**src/rtl/unsolved_token_fifo_if.sv**
```systemverilog
// Token handshake bundle between the BRAM copy stage, the unsolved-token FIFO and copytoken_selector.
interface unsolved_token_fifo_if #(
  parameter int unsigned WIDTH     = 33,
  parameter int unsigned DEPTH_LOG = 4
);
  logic                 wr_en;
  logic [WIDTH-1:0]     wr_data;
  logic                 rd_en;
  logic [WIDTH-1:0]     rd_data;
  logic                 valid_out;
  logic                 full;
  logic                 almost_full;
  logic [DEPTH_LOG:0]   count;

  modport master (
    output wr_en, wr_data, rd_en,
    input  rd_data, valid_out, full, almost_full, count
  );

  modport slave (
    input  wr_en, wr_data, rd_en,
    output rd_data, valid_out, full, almost_full, count
  );
endinterface

```
**src/rtl/unsolved_token_fifo.sv**
```systemverilog
// First-word-fall-through queue replaying unresolved copy tokens to copytoken_selector.
// Optional statistics outputs are enabled by defining UNSOLVED_FIFO_STATS_EN.
module unsolved_token_fifo #(
  parameter int unsigned WIDTH     = 33,
  parameter int unsigned DEPTH_LOG = 4,
  parameter int unsigned AF_MARGIN = 4
) (
  input  logic                 clk,
  input  logic                 rst_n,
  unsolved_token_fifo_if.slave bus
`ifdef UNSOLVED_FIFO_STATS_EN
  ,
  output logic                 overflow_sticky,
  output logic [15:0]          drop_cnt,
  output logic [DEPTH_LOG:0]   max_count
`endif
);

  localparam int unsigned DEPTH = 1 << DEPTH_LOG;
  localparam logic [DEPTH_LOG:0] FULL_LEVEL = (DEPTH_LOG + 1)'(DEPTH);
  localparam logic [DEPTH_LOG:0] AF_LEVEL   =
    (AF_MARGIN >= DEPTH) ? '0 : (DEPTH_LOG + 1)'(DEPTH - AF_MARGIN);

  logic [WIDTH-1:0]     mem [DEPTH];
  logic [DEPTH_LOG-1:0] wr_ptr;
  logic [DEPTH_LOG-1:0] rd_ptr;
  logic [DEPTH_LOG:0]   cnt;
  logic [DEPTH_LOG:0]   cnt_next;
  logic                 is_full;
  logic                 mask_ok;
  logic                 pop;
  logic                 push;
  logic                 drop;

  assign is_full = (cnt == FULL_LEVEL);
  assign mask_ok = |bus.wr_data[23:16];
  assign pop     = bus.rd_en && (cnt != '0);
  // A pop frees the head slot this edge, so a full queue can still take a write.
  assign push    = bus.wr_en && mask_ok && (!is_full || pop);
  assign drop    = bus.wr_en && mask_ok && is_full && !pop;

  always_comb begin
    cnt_next = cnt;
    unique case ({push, pop})
      2'b10:   cnt_next = cnt + 1'b1;
      2'b01:   cnt_next = cnt - 1'b1;
      default: cnt_next = cnt;
    endcase
  end

  always_ff @(posedge clk) begin
    if (push) begin
      mem[wr_ptr] <= bus.wr_data;
    end
  end

  always_ff @(posedge clk or negedge rst_n) begin
    if (!rst_n) begin
      wr_ptr <= '0;
      rd_ptr <= '0;
      cnt    <= '0;
    end else begin
      if (push) begin
        wr_ptr <= wr_ptr + 1'b1;
      end
      if (pop) begin
        rd_ptr <= rd_ptr + 1'b1;
      end
      cnt <= cnt_next;
    end
  end

  assign bus.rd_data     = mem[rd_ptr];
  assign bus.valid_out   = (cnt != '0);
  assign bus.full        = is_full;
  assign bus.almost_full = (cnt >= AF_LEVEL);
  assign bus.count       = cnt;

`ifdef UNSOLVED_FIFO_STATS_EN
  always_ff @(posedge clk or negedge rst_n) begin
    if (!rst_n) begin
      overflow_sticky <= 1'b0;
      drop_cnt        <= '0;
      max_count       <= '0;
    end else begin
      if (drop) begin
        overflow_sticky <= 1'b1;
        if (drop_cnt != '1) begin
          drop_cnt <= drop_cnt + 1'b1;
        end
      end
      if (cnt_next > max_count) begin
        max_count <= cnt_next;
      end
    end
  end
`else
  logic unused_drop;
  assign unused_drop = drop;
`endif

endmodule

```
**src/flat_wrapper.sv**
```systemverilog
// flat-port wrapper written by rule: the top's interface ports become plain ports
module unsolved_token_fifo_flat 
#(
  parameter int unsigned WIDTH     = 33,
  parameter int unsigned DEPTH_LOG = 4,
  parameter int unsigned AF_MARGIN = 4
)
  (clk, rst_n, bus_wr_en, bus_wr_data, bus_rd_en, bus_rd_data, bus_valid_out, bus_full, bus_almost_full, bus_count);
  unsolved_token_fifo_if #(.WIDTH(WIDTH), .DEPTH_LOG(DEPTH_LOG)) bus_i ();
  input  logic clk;
  input  logic rst_n;
  input wire logic [$bits(bus_i.wr_en)-1:0] bus_wr_en;
  input wire logic [$bits(bus_i.wr_data)-1:0] bus_wr_data;
  input wire logic [$bits(bus_i.rd_en)-1:0] bus_rd_en;
  output wire logic [$bits(bus_i.rd_data)-1:0] bus_rd_data;
  output wire logic [$bits(bus_i.valid_out)-1:0] bus_valid_out;
  output wire logic [$bits(bus_i.full)-1:0] bus_full;
  output wire logic [$bits(bus_i.almost_full)-1:0] bus_almost_full;
  output wire logic [$bits(bus_i.count)-1:0] bus_count;
  assign bus_i.wr_en = bus_wr_en;
  assign bus_i.wr_data = bus_wr_data;
  assign bus_i.rd_en = bus_rd_en;
  assign bus_rd_data = bus_i.rd_data;
  assign bus_valid_out = bus_i.valid_out;
  assign bus_full = bus_i.full;
  assign bus_almost_full = bus_i.almost_full;
  assign bus_count = bus_i.count;
  unsolved_token_fifo #(.WIDTH(WIDTH), .DEPTH_LOG(DEPTH_LOG), .AF_MARGIN(AF_MARGIN)) u_core (.clk(clk), .rst_n(rst_n), .bus(bus_i));
endmodule
```
**config.mk**
```make
export PLATFORM = sky130hd
export DESIGN_NAME = unsolved_token_fifo_flat
export DESIGN_NICKNAME = d
export VERILOG_FILES = /design/src/rtl/unsolved_token_fifo_if.sv /design/src/rtl/unsolved_token_fifo.sv /design/src/flat_wrapper.sv
export SDC_FILE = /design/constraint.sdc
export NUM_CORES = 1
export LEC_CHECK = 0
export CAP_MARGIN = 10
export CORE_MARGIN = 2
export CORE_UTILIZATION = 50
export CTS_CLUSTER_SIZE = 30
export DETAILED_ROUTE_END_ITERATION = 16
export GPL_TIMING_DRIVEN = 0
export HOLD_SLACK_MARGIN = 0.1
export PLACE_DENSITY = 0.67
export SYNTH_ARGS = -nofsm -noshare
export SYNTH_HDL_FRONTEND = slang
export SYNTH_SLANG_ARGS = --single-unit
export TNS_END_PERCENT = 5
```
**constraint.sdc**
```tcl
create_clock -name clk -period 8.8 [get_ports clk]
set_input_delay 0.88 -clock clk [delete_from_list [all_inputs] [get_ports clk]]
set_output_delay 0.88 -clock clk [all_outputs]
set_load 0.03 [all_outputs]
```
==> tab_implementation.tex, run 1 <==
\begin{tabular}{lr}
\hline
Metric & Value \\
\hline
\multicolumn{2}{l}{\textbf{CTS}} \\
Hold buffers post-CTS & 0 \\
Post-CTS setup buffer count & 0 \\
Worst-case clock buffer depth & 3 \\
Cts repair resizes & 0 \\
Clock buffers created by TritonCTS & 54 \\
CTS Root Buffer Type & sky130\_fd\_sc\_hd\_\_clkbuf\_16 \\
Clock slew seen by the registers of the worst setup and hold paths & 0.06 ns \\
Later-pin clock latency in the skew report & 0.59 ns \\
TritonCTS sink count & 541 \\
H-tree depth reported by CTS & 2 \\
Clock tree from TritonCTS & done \\
\multicolumn{2}{l}{\textbf{Yosys}} \\
Portion of synthesized cell area occupied by the leading cell type & 76.8\% \\
Cells after synthesis & 821 \\
Synthesis Warnings & 0 \\
Cell types occupying the most area after synthesis & sky130\_fd\_sc\_hd\_\_edfxtp\_1 (77\%), sky130\_fd\_sc\_hd\_\_mux4\_2 (18\%), sky130\_fd\_sc\_hd\_\_dfrtp\_1 (1.6\%) \\
Share of synthesized area occupied by flip-flops and latches & 78.4\% \\
Average cell area after synthesis & 25.1 sq um \\
\#FFs+latches synth & 541 \\
Area leader, netlist & sky130\_fd\_sc\_hd\_\_edfxtp\_1 \\
Cell variety after synth & 30 \\
Post-synth design cell area & 20600 sq um \\
Syn\_nets & 867 \\
\multicolumn{2}{l}{\textbf{Setup path}} \\
Endpoint required time on the critical path & 7.92 ns \\
Crit path largest cell delay & 0.73 ns \\
Crit-path slowest cell & sky130\_fd\_sc\_hd\_\_clkbuf\_1 \\
Endpoint arrival time on the critical path & 3.84 ns \\
Chain of cells forming the critical path & buf\_2 -> buf\_2 -> clkbuf\_1 -> mux4\_2 -> mux4\_2 -> clkdlybuf4s50\_1 \\
Maximum net fanout on the critical path & 10 \\
Startpoint kind of the worst setup timing path & flip-flop \\
Type of destination of the critical path & primary output \\
Worst setup path category & flip-flop to primary output \\
\multicolumn{2}{l}{\textbf{Timing}} \\
Total count of max-transition violations in the final report & 0 \\
Worst-margin pin slew & 1.10 ns \\
Setup repair after global routing missed its margin & no \\
TNS Setup & 0 ns \\
Hold Fails Final Rpt & 0 \\
Period minus WS final & 4.72 ns \\
Worst Slack Setup Final & 4.08 ns \\
Fraction of the cycle the final worst path needs & 53.6\% \\
Achievable frequency & 0.212 GHz \\
Worst clock skew & 0.0151 ns \\
Number of setup violations in the final report & 0 \\
Worst slew slack as a fraction of its limit & 26.4\% \\
\multicolumn{2}{l}{\textbf{GRT}} \\
Wire length of the first global-routing pass & 65.0 mm \\
Antenna violations before repair & 0 \\
Pin count of the biggest net entering global routing & 21 \\
Sum of overflow across all layers after global routing & 0 \\
Vias in the first global route & 9826 \\
All-Layer GR Usage & 20.9\% \\
\multicolumn{2}{l}{\textbf{Floorplanning}} \\
Die Outline Area & 42900 sq um \\
Placement row count & 74 \\
Floorplan core area & 40800 sq um \\
DIE WIDTH & 207 microns \\
Initial core utilization & 50.6\% \\
Die extent in y & 207 microns \\
IO Pins & 78 \\
\multicolumn{2}{l}{\textbf{Run status}} \\
Run status & finished clean \\
\multicolumn{2}{l}{\textbf{Placed design}} \\
Final RePlAce weighted congestion & 0.710 \\
Total placed cells including tap cells & 1460 \\
DPL Wire Length & 26.7 mm \\
Worst Setup Slack post-DPL & 4.05 ns \\
Total of buffers placed on input and output ports & 77 \\
\multicolumn{2}{l}{\textbf{Route}} \\
DRT antenna net count & 0 \\
Initial DRT Pass Iterations & 5 \\
Post-detailed-route wirelength per cell & 28.0 microns \\
Drt first-iter violations & 1029 \\
DRC violations left & 0 \\
Via total after detailed routing & 9284 \\
Via density & 5.96 \\
Routed WL & 43.6 mm \\
\multicolumn{2}{l}{\textbf{Final layout}} \\
Share of final-layout standard cells stronger than drive strength 1 & 30.0\% \\
Final Core Density & 59.8\% \\
Filler-free cell count of the finished design & 1557 \\
Final net count & 1030 \\
Signed area change from the synthesized netlist to the final layout & 18.2\% \\
Diodes inserted & 0 \\
\multicolumn{2}{l}{\textbf{Flow run}} \\
Number of max-cap violations & 0 \\
\multicolumn{2}{l}{\textbf{Power}} \\
Worst-case vdd ir drop & 0.000192 V \\
Power density normalized to cell area & 335 nW/um\^{}2 \\
Fraction of power spent switching nets & 30.6\% \\
Power after layout & 0.00817 W \\
Relative contribution of the clock network to total power & 26.7\% \\
Total net switching power & 0.00250 W \\
Sequential cell fraction of total power & 39.0\% \\
Internal portion of total power & 0.00567 W \\
Static leakage power & 7.66 nW \\
Combinational cell fraction of total power & 34.3\% \\
\multicolumn{2}{l}{\textbf{Worst hold path}} \\
Hold/Removal Path Class & flip-flop to flip-flop \\
\hline
\end{tabular}
synth_stat cells:
cell type,n
sky130_fd_sc_hd__nor4_1,3
sky130_fd_sc_hd__nor3_1,4
sky130_fd_sc_hd__nand2b_1,3
sky130_fd_sc_hd__dfrtp_1,13
sky130_fd_sc_hd__buf_6,8
sky130_fd_sc_hd__a21oi_1,2
sky130_fd_sc_hd__or4_4,1
sky130_fd_sc_hd__edfxtp_1,528
sky130_fd_sc_hd__o21a_1,1
sky130_fd_sc_hd__a21oi_2,1
sky130_fd_sc_hd__a22oi_1,1
sky130_fd_sc_hd__inv_1,3
sky130_fd_sc_hd__buf_2,10
sky130_fd_sc_hd__ha_1,8
sky130_fd_sc_hd__buf_1,5
sky130_fd_sc_hd__xnor2_1,9
sky130_fd_sc_hd__xor2_1,1
sky130_fd_sc_hd__clkbuf_1,17
sky130_fd_sc_hd__nor2_1,14
sky130_fd_sc_hd__and2_1,1
sky130_fd_sc_hd__mux2_1,3
sky130_fd_sc_hd__nand4_1,2
sky130_fd_sc_hd__o21ai_0,1
sky130_fd_sc_hd__a21boi_2,1
sky130_fd_sc_hd__mux4_2,165
sky130_fd_sc_hd__fa_1,1
sky130_fd_sc_hd__o21ai_4,1
sky130_fd_sc_hd__a21boi_1,1
sky130_fd_sc_hd__a21o_1,3
sky130_fd_sc_hd__nand2_1,10
flip-flops by register name, summed over array words and instances, names as in the netlist:
| signal | cells |
|---|---|
| u_core.bus.count | 5 |
| u_core.mem | 528 |
| u_core.wr_ptr | 4 |
| u_core.rd_ptr | 4 |
stage by stage:
stage / area [sq um] / hold WS (ns)
CTS: 24400 / 0.617
floorplan: 20600 / 0.543
global placement: 22100 / 0.578
finish: 24400 / 0.612
detailed placement: 22700 / 0.604
global route: 24400 / 0.640
per-layer routing:
metal	wire length, microns	GRT usage (%)	part of all wire, %
met3	2740	3.52	6.3
met5	0	0	0
met1	18300	29.8	42
met4	880	5.69	2.0
met2	21700	33.9	50
path summary, 6_finish.rpt:
kind | endpoint | startpoint | cells after the start | slack, ns
max | bus_rd_data[32] | u_core.rd_ptr[1] | 6 | 4.08
min | u_core.wr_ptr[3] | u_core.wr_ptr[1] | 2 | 0.61
max reg2reg | u_core.mem[3][4] | u_core.bus.count[1] | 8 | 5.44
min reg2reg | u_core.wr_ptr[3] | u_core.wr_ptr[1] | 2 | 0.61
max in group asynchronous | u_core.wr_ptr[2] | rst_n | 1 | 7.63
min in group asynchronous | u_core.rd_ptr[3] | rst_n | 1 | 0.72
power by group through the flow:
stage               Clock [W]  Combinational (W)  Sequential (W)
finish                0.00218            0.00280         0.00319
global route          0.00232            0.00296         0.00321
CTS                   0.00222            0.00286         0.00319
detailed placement          0            0.00285         0.00324
global placement            0            0.00272         0.00326
floorplan                   0            0.00181         0.00325
area by class of cell:
class | instances | area [sq um]
Tap cell | 532 | 666
Inverter | 3 | 11.3
Multi-Input combinational cell | 237 | 4340
Fill cell | 2841 | 16400
Clock inverter | 25 | 203
Timing Repair Buffer | 107 | 1290
Sequential cell | 541 | 16200
Buffer | 40 | 223
Clock buffer | 72 | 1480
layout by cell type, fill, tap and decap left out, types with 2 or more instances in the layout:
master                            Yosys  routed
sky130_fd_sc_hd__ha_1                 8       8
sky130_fd_sc_hd__buf_16               0       7
sky130_fd_sc_hd__xnor2_1              9       9
sky130_fd_sc_hd__nand2b_1             3       3
sky130_fd_sc_hd__edfxtp_1           528     528
sky130_fd_sc_hd__clkbuf_1            17      30
sky130_fd_sc_hd__a21oi_1              2       2
sky130_fd_sc_hd__nor2_1              14       2
sky130_fd_sc_hd__nor3_2               0       4
sky130_fd_sc_hd__nor2_4               0      12
sky130_fd_sc_hd__buf_6                8      19
sky130_fd_sc_hd__buf_12               0       7
sky130_fd_sc_hd__bufinv_16            0       3
sky130_fd_sc_hd__nand4_1              2       2
sky130_fd_sc_hd__buf_2               10      10
sky130_fd_sc_hd__mux2_1               3       3
sky130_fd_sc_hd__inv_1                3       3
sky130_fd_sc_hd__clkinvlp_4           0       3
sky130_fd_sc_hd__buf_8                0       4
sky130_fd_sc_hd__nor4_1               3       3
sky130_fd_sc_hd__clkinv_2             0       7
sky130_fd_sc_hd__clkbuf_16            0      55
sky130_fd_sc_hd__clkdlybuf4s50_1      0      77
sky130_fd_sc_hd__dfrtp_1             13      13
sky130_fd_sc_hd__a21o_1               3       3
sky130_fd_sc_hd__clkinv_1             0      10
sky130_fd_sc_hd__mux4_2             165     165
sky130_fd_sc_hd__inv_6                0       2
sky130_fd_sc_hd__clkbuf_8             0       4
sky130_fd_sc_hd__nand2_1             10      10
sky130_fd_sc_hd__buf_1                5       5
worst max-delay path, delay by kind of cell, from the launching register on:
family	cells	cell delay [ns]
DFF	1	0.34
buffers and inverters	4	1.92
muxes	2	0.97
logic make-up after synthesis:
| group | synth area share, % |
|---|---|
| simple gates | 0.861 |
| compound gates | 0.467 |
| fa+ha+maj | 0.582 |
| flops | 78.4 |
| xor+xnor | 0.424 |
| buf+inv | 1.13 |
| mux | 18.2 |
No activity file was read; power rests on OpenSTA's default activity.
==> run 2: changes to the inputs <==
Settings changed: PLACE_DENSITY 0.67 to 0.7.
Clock period 8.8 ns to 4.17 ns, I/O delays scaled along.
==> tab_implementation.tex, run 2 (synthesis gave the netlist of run 1 again) <==
\begin{tabular}{lr}
\hline
Metric & Value \\
\hline
\multicolumn{2}{l}{\textbf{Final layout}} \\
Final net count & 1025 \\
Share of final-layout standard cells stronger than drive strength 1 & 30.3\% \\
Signed area change from the synthesized netlist to the final layout & 18.0\% \\
Filler-free cell count of the finished design & 1552 \\
Most flop-heavy register & u\_core.mem \\
Most common cell after layout, fill and taps aside & sky130\_fd\_sc\_hd\_\_edfxtp\_1 \\
Commonest cells after routing, fill and taps aside & sky130\_fd\_sc\_hd\_\_edfxtp\_1 (528), sky130\_fd\_sc\_hd\_\_mux4\_2 (165), sky130\_fd\_sc\_hd\_\_clkdlybuf4s50\_1 (77) \\
Number of flip-flops under the largest register name & 528 \\
Diodes inserted & 0 \\
\multicolumn{2}{l}{\textbf{GRT}} \\
Wire length of the first global-routing pass & 65.0 mm \\
Pin count of the biggest net entering global routing & 21 \\
Vias in the first global route & 9845 \\
All-Layer GR Usage & 20.8\% \\
Sum of overflow across all layers after global routing & 0 \\
Antenna violations before repair & 1 \\
\multicolumn{2}{l}{\textbf{Setup path}} \\
R2R setup slack & 1.08 ns \\
Depth of the most critical reg-to-reg path & 7 \\
Crit path largest cell delay & 0.63 ns \\
Worst reg2reg endpoint & u\_core.mem[3][31] \\
Cell family with most CP delay & buffers and inverters \\
Maximum net fanout on the critical path & 10 \\
Chain of cells forming the critical path & buf\_2 -> buf\_2 -> clkbuf\_2 -> mux4\_2 -> mux4\_2 -> clkdlybuf4s50\_1 \\
Worst path bufs/invs & 4 \\
Type of destination of the critical path & primary output \\
Endpoint required time on the critical path & 3.75 ns \\
Critical R2R Launch & u\_core.bus.count[0] \\
Worst setup path category & flip-flop to primary output \\
Endpoint arrival time on the critical path & 3.52 ns \\
Startpoint kind of the worst setup timing path & flip-flop \\
Crit. path cell count & 6 \\
Crit-path slowest cell & sky130\_fd\_sc\_hd\_\_clkdlybuf4s50\_1 \\
\multicolumn{2}{l}{\textbf{Floorplanning}} \\
Die extent in y & 207 microns \\
DIE WIDTH & 207 microns \\
Floorplan core area & 40800 sq um \\
IO Pins & 78 \\
Die Outline Area & 42900 sq um \\
Initial core utilization & 50.6\% \\
Placement row count & 74 \\
\multicolumn{2}{l}{\textbf{Timing}} \\
Worst slew slack as a fraction of its limit & 26.4\% \\
Setup repair after global routing missed its margin & no \\
Total count of max-transition violations in the final report & 0 \\
Worst clock skew & 0.0143 ns \\
Worst-margin pin slew & 1.10 ns \\
Fraction of the cycle the final worst path needs & 94.3\% \\
Worst Slack Setup Final & 0.236 ns \\
Achievable frequency & 0.254 GHz \\
Number of setup violations in the final report & 0 \\
Period minus WS final & 3.93 ns \\
Hold Fails Final Rpt & 0 \\
\multicolumn{2}{l}{\textbf{Placed design}} \\
Total placed cells including tap cells & 1456 \\
Total of buffers placed on input and output ports & 77 \\
DPL Wire Length & 26.3 mm \\
Final RePlAce weighted congestion & 0.731 \\
Worst Setup Slack post-DPL & 0.0696 ns \\
\multicolumn{2}{l}{\textbf{Worst hold path}} \\
Hold/Removal Path Class & primary input to async pin \\
\multicolumn{2}{l}{\textbf{Run status}} \\
Run status & finished clean \\
\multicolumn{2}{l}{\textbf{Route}} \\
Via density & 6.03 \\
DRC violations left & 0 \\
Drt first-iter violations & 980 \\
Post-detailed-route wirelength per cell & 28.1 microns \\
Initial DRT Pass Iterations & 5 \\
Via total after detailed routing & 9352 \\
Routed WL & 43.6 mm \\
DRT antenna net count & 0 \\
\multicolumn{2}{l}{\textbf{Flow run}} \\
Number of max-cap violations & 0 \\
\multicolumn{2}{l}{\textbf{CTS}} \\
Clock tree from TritonCTS & done \\
CTS Root Buffer Type & sky130\_fd\_sc\_hd\_\_clkbuf\_16 \\
Clock slew seen by the registers of the worst setup and hold paths & 0.06 ns \\
H-tree depth reported by CTS & 2 \\
Clock buffers created by TritonCTS & 53 \\
Worst-case clock buffer depth & 3 \\
TritonCTS sink count & 541 \\
Later-pin clock latency in the skew report & 0.59 ns \\
\multicolumn{2}{l}{\textbf{Power}} \\
Power density normalized to cell area & 714 nW/um\^{}2 \\
Worst-case vdd ir drop & 0.000570 V \\
Static leakage power & 7.66 nW \\
\hline
\end{tabular}
[run 2: changes by cell type in the layout (fill, tap and decap cells not counted), moves of 2 or more]
cell	change
sky130_fd_sc_hd__clkinvlp_4	-3
sky130_fd_sc_hd__buf_16	-2
sky130_fd_sc_hd__buf_12	+2
sky130_fd_sc_hd__clkbuf_16	-2
sky130_fd_sc_hd__clkbuf_8	-3
sky130_fd_sc_hd__clkbuf_2	+6
sky130_fd_sc_hd__bufinv_16	+4
sky130_fd_sc_hd__clkinv_2	+4
sky130_fd_sc_hd__buf_8	-4
sky130_fd_sc_hd__clkbuf_1	-6
[run 2: cell type report]
cell class | count | area, sq um
clock buffers | 67 | 1390
well taps | 532 | 666
multi-input cells | 237 | 4350
inverters | 3 | 11.3
repair buffers | 103 | 1220
flip-flops and latches | 541 | 16200
fillers | 2771 | 16500
plain buffers | 40 | 230
clock inverters | 29 | 317
[run 2: how the worst max path moves through the flow]
| stage | from | end | slack, ns |
|---|---|---|---|
| 6_report | u_core.rd_ptr[1] | bus_rd_data[23] | 0.24 |
| 4_1_cts | u_core.rd_ptr[1] | bus_rd_data[12] | 0.02 |
| 2_1_floorplan | u_core.bus.count[0] | u_core.mem[0][0] | -0.12 |
| 3_5_place_dp | bus_wr_data[16] | u_core.mem[3][4] | 0.07 |
| 5_1_grt | u_core.rd_ptr[2] | bus_rd_data[20] | 0.14 |
| 3_3_place_gp | bus_wr_data[16] | u_core.mem[0][4] | -3.63 |
[run 2: worst reg2reg max path, cell delays in order (launching register included)]
cell and delay [ns]:
sky130_fd_sc_hd__dfrtp_1 0.48, sky130_fd_sc_hd__nor4_1 0.10, sky130_fd_sc_hd__and2_1 0.20, sky130_fd_sc_hd__a21boi_2 0.38, sky130_fd_sc_hd__nand2_1 0.37, sky130_fd_sc_hd__nor3_4 0.85, sky130_fd_sc_hd__buf_16 0.24, sky130_fd_sc_hd__buf_16 0.17
[run 2: routing by layer]
| metal | vias to the layer above | share of wire, % | global-route usage [%] |
|---|---|---|---|
| li1 | 3881 | - | - |
| met2 | 346 | 49 | 33.4 |
| met5 | - | 0.028 | 0 |
| met4 | 2 | 2.2 | 5.79 |
| met1 | 5053 | 42 | 29.9 |
| met3 | 70 | 6.6 | 3.68 |
[run 2: repair_timing]
| action | CTS | global route |
|---|---|---|
| cloned | 0 | 0 |
| hold buffers | 0 | 0 |
| resized for setup | 5 | 3 |
| hold endpoints to repair | 0 | 0 |
| buffers inserted | 0 | 0 |
| endpoints found under the setup margin | 23 | 9 |
[run 2: metrics by stage]
step	power (W)	hold WS, ns	area [sq um]	setup TNS, ns	utilization [%]
after floorplan	0.0107	0.121	20700	-11.32	-
after global routing	0.0180	0.281	24400	0	59.7
after CTS	0.0176	0.235	24400	0	59.7
after detailed placement	0.0129	0.568	22600	0	55.5
after global placement	0.0126	0.579	22100	-1064.58	54.1
final	0.0174	0.242	24400	0	59.7
[run 2: where the power goes]
part	internal [W]	switching, W	total (W)
Sequential	0.00656	0.000159	0.00672
Combinational	0.00273	0.00322	0.00594
Clock	0.00278	0.00195	0.00474
Total	0.0121	0.00533	0.0174
==> run 3: changes to the inputs <==
Settings changed: CORE_ASPECT_RATIO from default to 1.4.
==> tab_implementation.tex, run 3 (synthesis gave the netlist of run 1 again) <==
\begin{tabular}{lr}
\hline
Metric & Value \\
\hline
\multicolumn{2}{l}{\textbf{Final layout}} \\
Final net count & 1021 \\
Final Core Density & 59.2\% \\
Filler-free cell count of the finished design & 1553 \\
Most flop-heavy register & u\_core.mem \\
Number of flip-flops under the largest register name & 528 \\
Signed area change from the synthesized netlist to the final layout & 17.5\% \\
Fillcell total & 2826 \\
Share of final-layout standard cells stronger than drive strength 1 & 29.6\% \\
Commonest cells after routing, fill and taps aside & sky130\_fd\_sc\_hd\_\_edfxtp\_1 (528), sky130\_fd\_sc\_hd\_\_mux4\_2 (165), sky130\_fd\_sc\_hd\_\_clkdlybuf4s50\_1 (77) \\
Most common cell after layout, fill and taps aside & sky130\_fd\_sc\_hd\_\_edfxtp\_1 \\
\multicolumn{2}{l}{\textbf{Run status}} \\
Run status & finished clean \\
\multicolumn{2}{l}{\textbf{CTS}} \\
Clock buffers created by TritonCTS & 49 \\
Worst-case clock buffer depth & 3 \\
CTS Root Buffer Type & sky130\_fd\_sc\_hd\_\_clkbuf\_16 \\
Hold buffers post-CTS & 0 \\
Later-pin clock latency in the skew report & 0.57 ns \\
Clock slew seen by the registers of the worst setup and hold paths & 0.06 ns \\
H-tree depth reported by CTS & 2 \\
Clock tree from TritonCTS & done \\
TritonCTS sink count & 541 \\
\multicolumn{2}{l}{\textbf{Worst hold path}} \\
Hold/Removal Path Class & primary input to async pin \\
\multicolumn{2}{l}{\textbf{Setup path}} \\
Endpoint required time on the critical path & 3.75 ns \\
Depth of the most critical reg-to-reg path & 7 \\
Worst reg2reg endpoint & u\_core.mem[3][24] \\
Endpoint arrival time on the critical path & 3.63 ns \\
Maximum net fanout on the critical path & 10 \\
Worst Setup SP & u\_core.rd\_ptr[1] \\
Worst setup path category & flip-flop to primary output \\
End point of the critical path & bus\_rd\_data[18] \\
R2R setup slack & 1.09 ns \\
Type of destination of the critical path & primary output \\
Critical R2R Launch & u\_core.bus.count[0] \\
Startpoint kind of the worst setup timing path & flip-flop \\
\multicolumn{2}{l}{\textbf{Floorplanning}} \\
IO Pins & 78 \\
DIE WIDTH & 176 microns \\
Floorplan core area & 41000 sq um \\
Placement row count & 88 \\
Die Outline Area & 43000 sq um \\
Initial core utilization & 50.4\% \\
Die extent in y & 244 microns \\
\multicolumn{2}{l}{\textbf{Timing}} \\
Min Hold Slack & 0.269 ns \\
Number of setup violations in the final report & 0 \\
Total count of max-transition violations in the final report & 0 \\
Period minus WS final & 4.05 ns \\
Worst clock skew & 0.0263 ns \\
Fraction of the cycle the final worst path needs & 97.1\% \\
Worst slew slack as a fraction of its limit & 27.7\% \\
Achievable frequency & 0.247 GHz \\
Hold Fails Final Rpt & 0 \\
Worst-margin pin slew & 1.09 ns \\
TNS Setup & 0 ns \\
Setup repair after global routing missed its margin & yes \\
\multicolumn{2}{l}{\textbf{GRT}} \\
Antenna violations before repair & 1 \\
Sum of overflow across all layers after global routing & 0 \\
Wire length of the first global-routing pass & 63.6 mm \\
Pin count of the biggest net entering global routing & 23 \\
Vias in the first global route & 9821 \\
All-Layer GR Usage & 20.6\% \\
\multicolumn{2}{l}{\textbf{Placed design}} \\
Total of buffers placed on input and output ports & 77 \\
Final RePlAce weighted congestion & 0.689 \\
Total placed cells including tap cells & 1464 \\
DPL Wire Length & 27.2 mm \\
\multicolumn{2}{l}{\textbf{Route}} \\
Initial DRT Pass Iterations & 5 \\
Via density & 5.95 \\
Routed WL & 43.2 mm \\
DRT antenna net count & 0 \\
Post-detailed-route wirelength per cell & 27.8 microns \\
Via total after detailed routing & 9246 \\
DRC violations left & 0 \\
Drt first-iter violations & 842 \\
\multicolumn{2}{l}{\textbf{Flow run}} \\
Number of max-cap violations & 0 \\
\multicolumn{2}{l}{\textbf{Power}} \\
Fraction of power spent switching nets & 30.6\% \\
Total net switching power & 0.00522 W \\
Relative contribution of the clock network to total power & 26.0\% \\
Static leakage power & 7.59 nW \\
Power after layout & 0.0171 W \\
Combinational cell fraction of total power & 34.6\% \\
Worst-case vdd ir drop & 0.000517 V \\
Power density normalized to cell area & 703 nW/um\^{}2 \\
Sequential cell fraction of total power & 39.4\% \\
Internal portion of total power & 0.0118 W \\
\hline
\end{tabular}
==> run 3: changes by cell type in the layout (fill, tap and decap cells not counted), sizes merged <==
cell | before | now
clkinv | 20 | 14
clkbuf | 84 | 81
bufinv | 7 | 5
clkinvlp | 0 | 2
buf | 49 | 50
diode | 0 | 1
==> run 3: timing repair <==
item                                    4_1_cts  5_1_grt
endpoints found under the setup margin       12       14
gates resized for setup                       3        3
setup buffers                                 0        0
==> run 3: routing by layer <==
layer  global-route usage [%]  up-vias  wire, microns
li1                         -     3863              -
met3                     3.22       66           2470
met5                        0        -              0
met1                     26.5     4998          16400
met4                     5.42        0            962
met2                     36.9      319          23400
==> run 3: cell type report <==
class	instances	area (sq um)	share of cell area (%)
antenna	1	2.50	0.0103
clock buffer	65	1330	5.48
timing repair buffer	103	1250	5.14
tap	540	676	2.78
multi-input combinational	237	4350	17.9
sequential	541	16200	66.7
inverter	3	11.3	0.0464
buffer	40	228	0.938
clock inverter	23	246	1.02
==> run 3: worst min path at each step <==
stage | depth (start not counted) | slack [ns] | end
after floorplan | 0 | 0.12 | u_core.bus.count[0]
after global placement | 3 | 0.57 | u_core.rd_ptr[1]
after detailed placement | 3 | 0.59 | u_core.rd_ptr[1]
after CTS | 1 | 0.30 | u_core.wr_ptr[2]
after global routing | 1 | 0.32 | u_core.bus.count[2]
final | 1 | 0.27 | u_core.bus.count[2]
==> run 3: worst max-delay path, cell delays in order, from the launching register on <==
cell and delay (ns):
sky130_fd_sc_hd__dfrtp_1 0.36, sky130_fd_sc_hd__buf_2 0.23, sky130_fd_sc_hd__buf_2 0.32, sky130_fd_sc_hd__clkbuf_1 0.61, sky130_fd_sc_hd__mux4_2 0.42, sky130_fd_sc_hd__mux4_2 0.53, sky130_fd_sc_hd__clkdlybuf4s50_1 0.62
==> run 3: metrics by stage <==
step / setup slack [ns] / instance area [sq um]
after floorplan: -0.115 / 20700
after global placement: -3.88 / 22100
after detailed placement: -0.0938 / 22700
after CTS: 0.0453 / 24300
after global routing: -0.0147 / 24300
final: 0.121 / 24300
==> run 3: power groups by stage <==
stage,logic [W],clock network (W),registers (W)
2_1_floorplan,0.00382,0,0.00686
3_3_place_gp,0.00573,0,0.00687
3_5_place_dp,0.00601,0,0.00684
4_1_cts,0.00603,0.00449,0.00673
5_1_grt,0.00623,0.00470,0.00676
6_report,0.00590,0.00443,0.00672
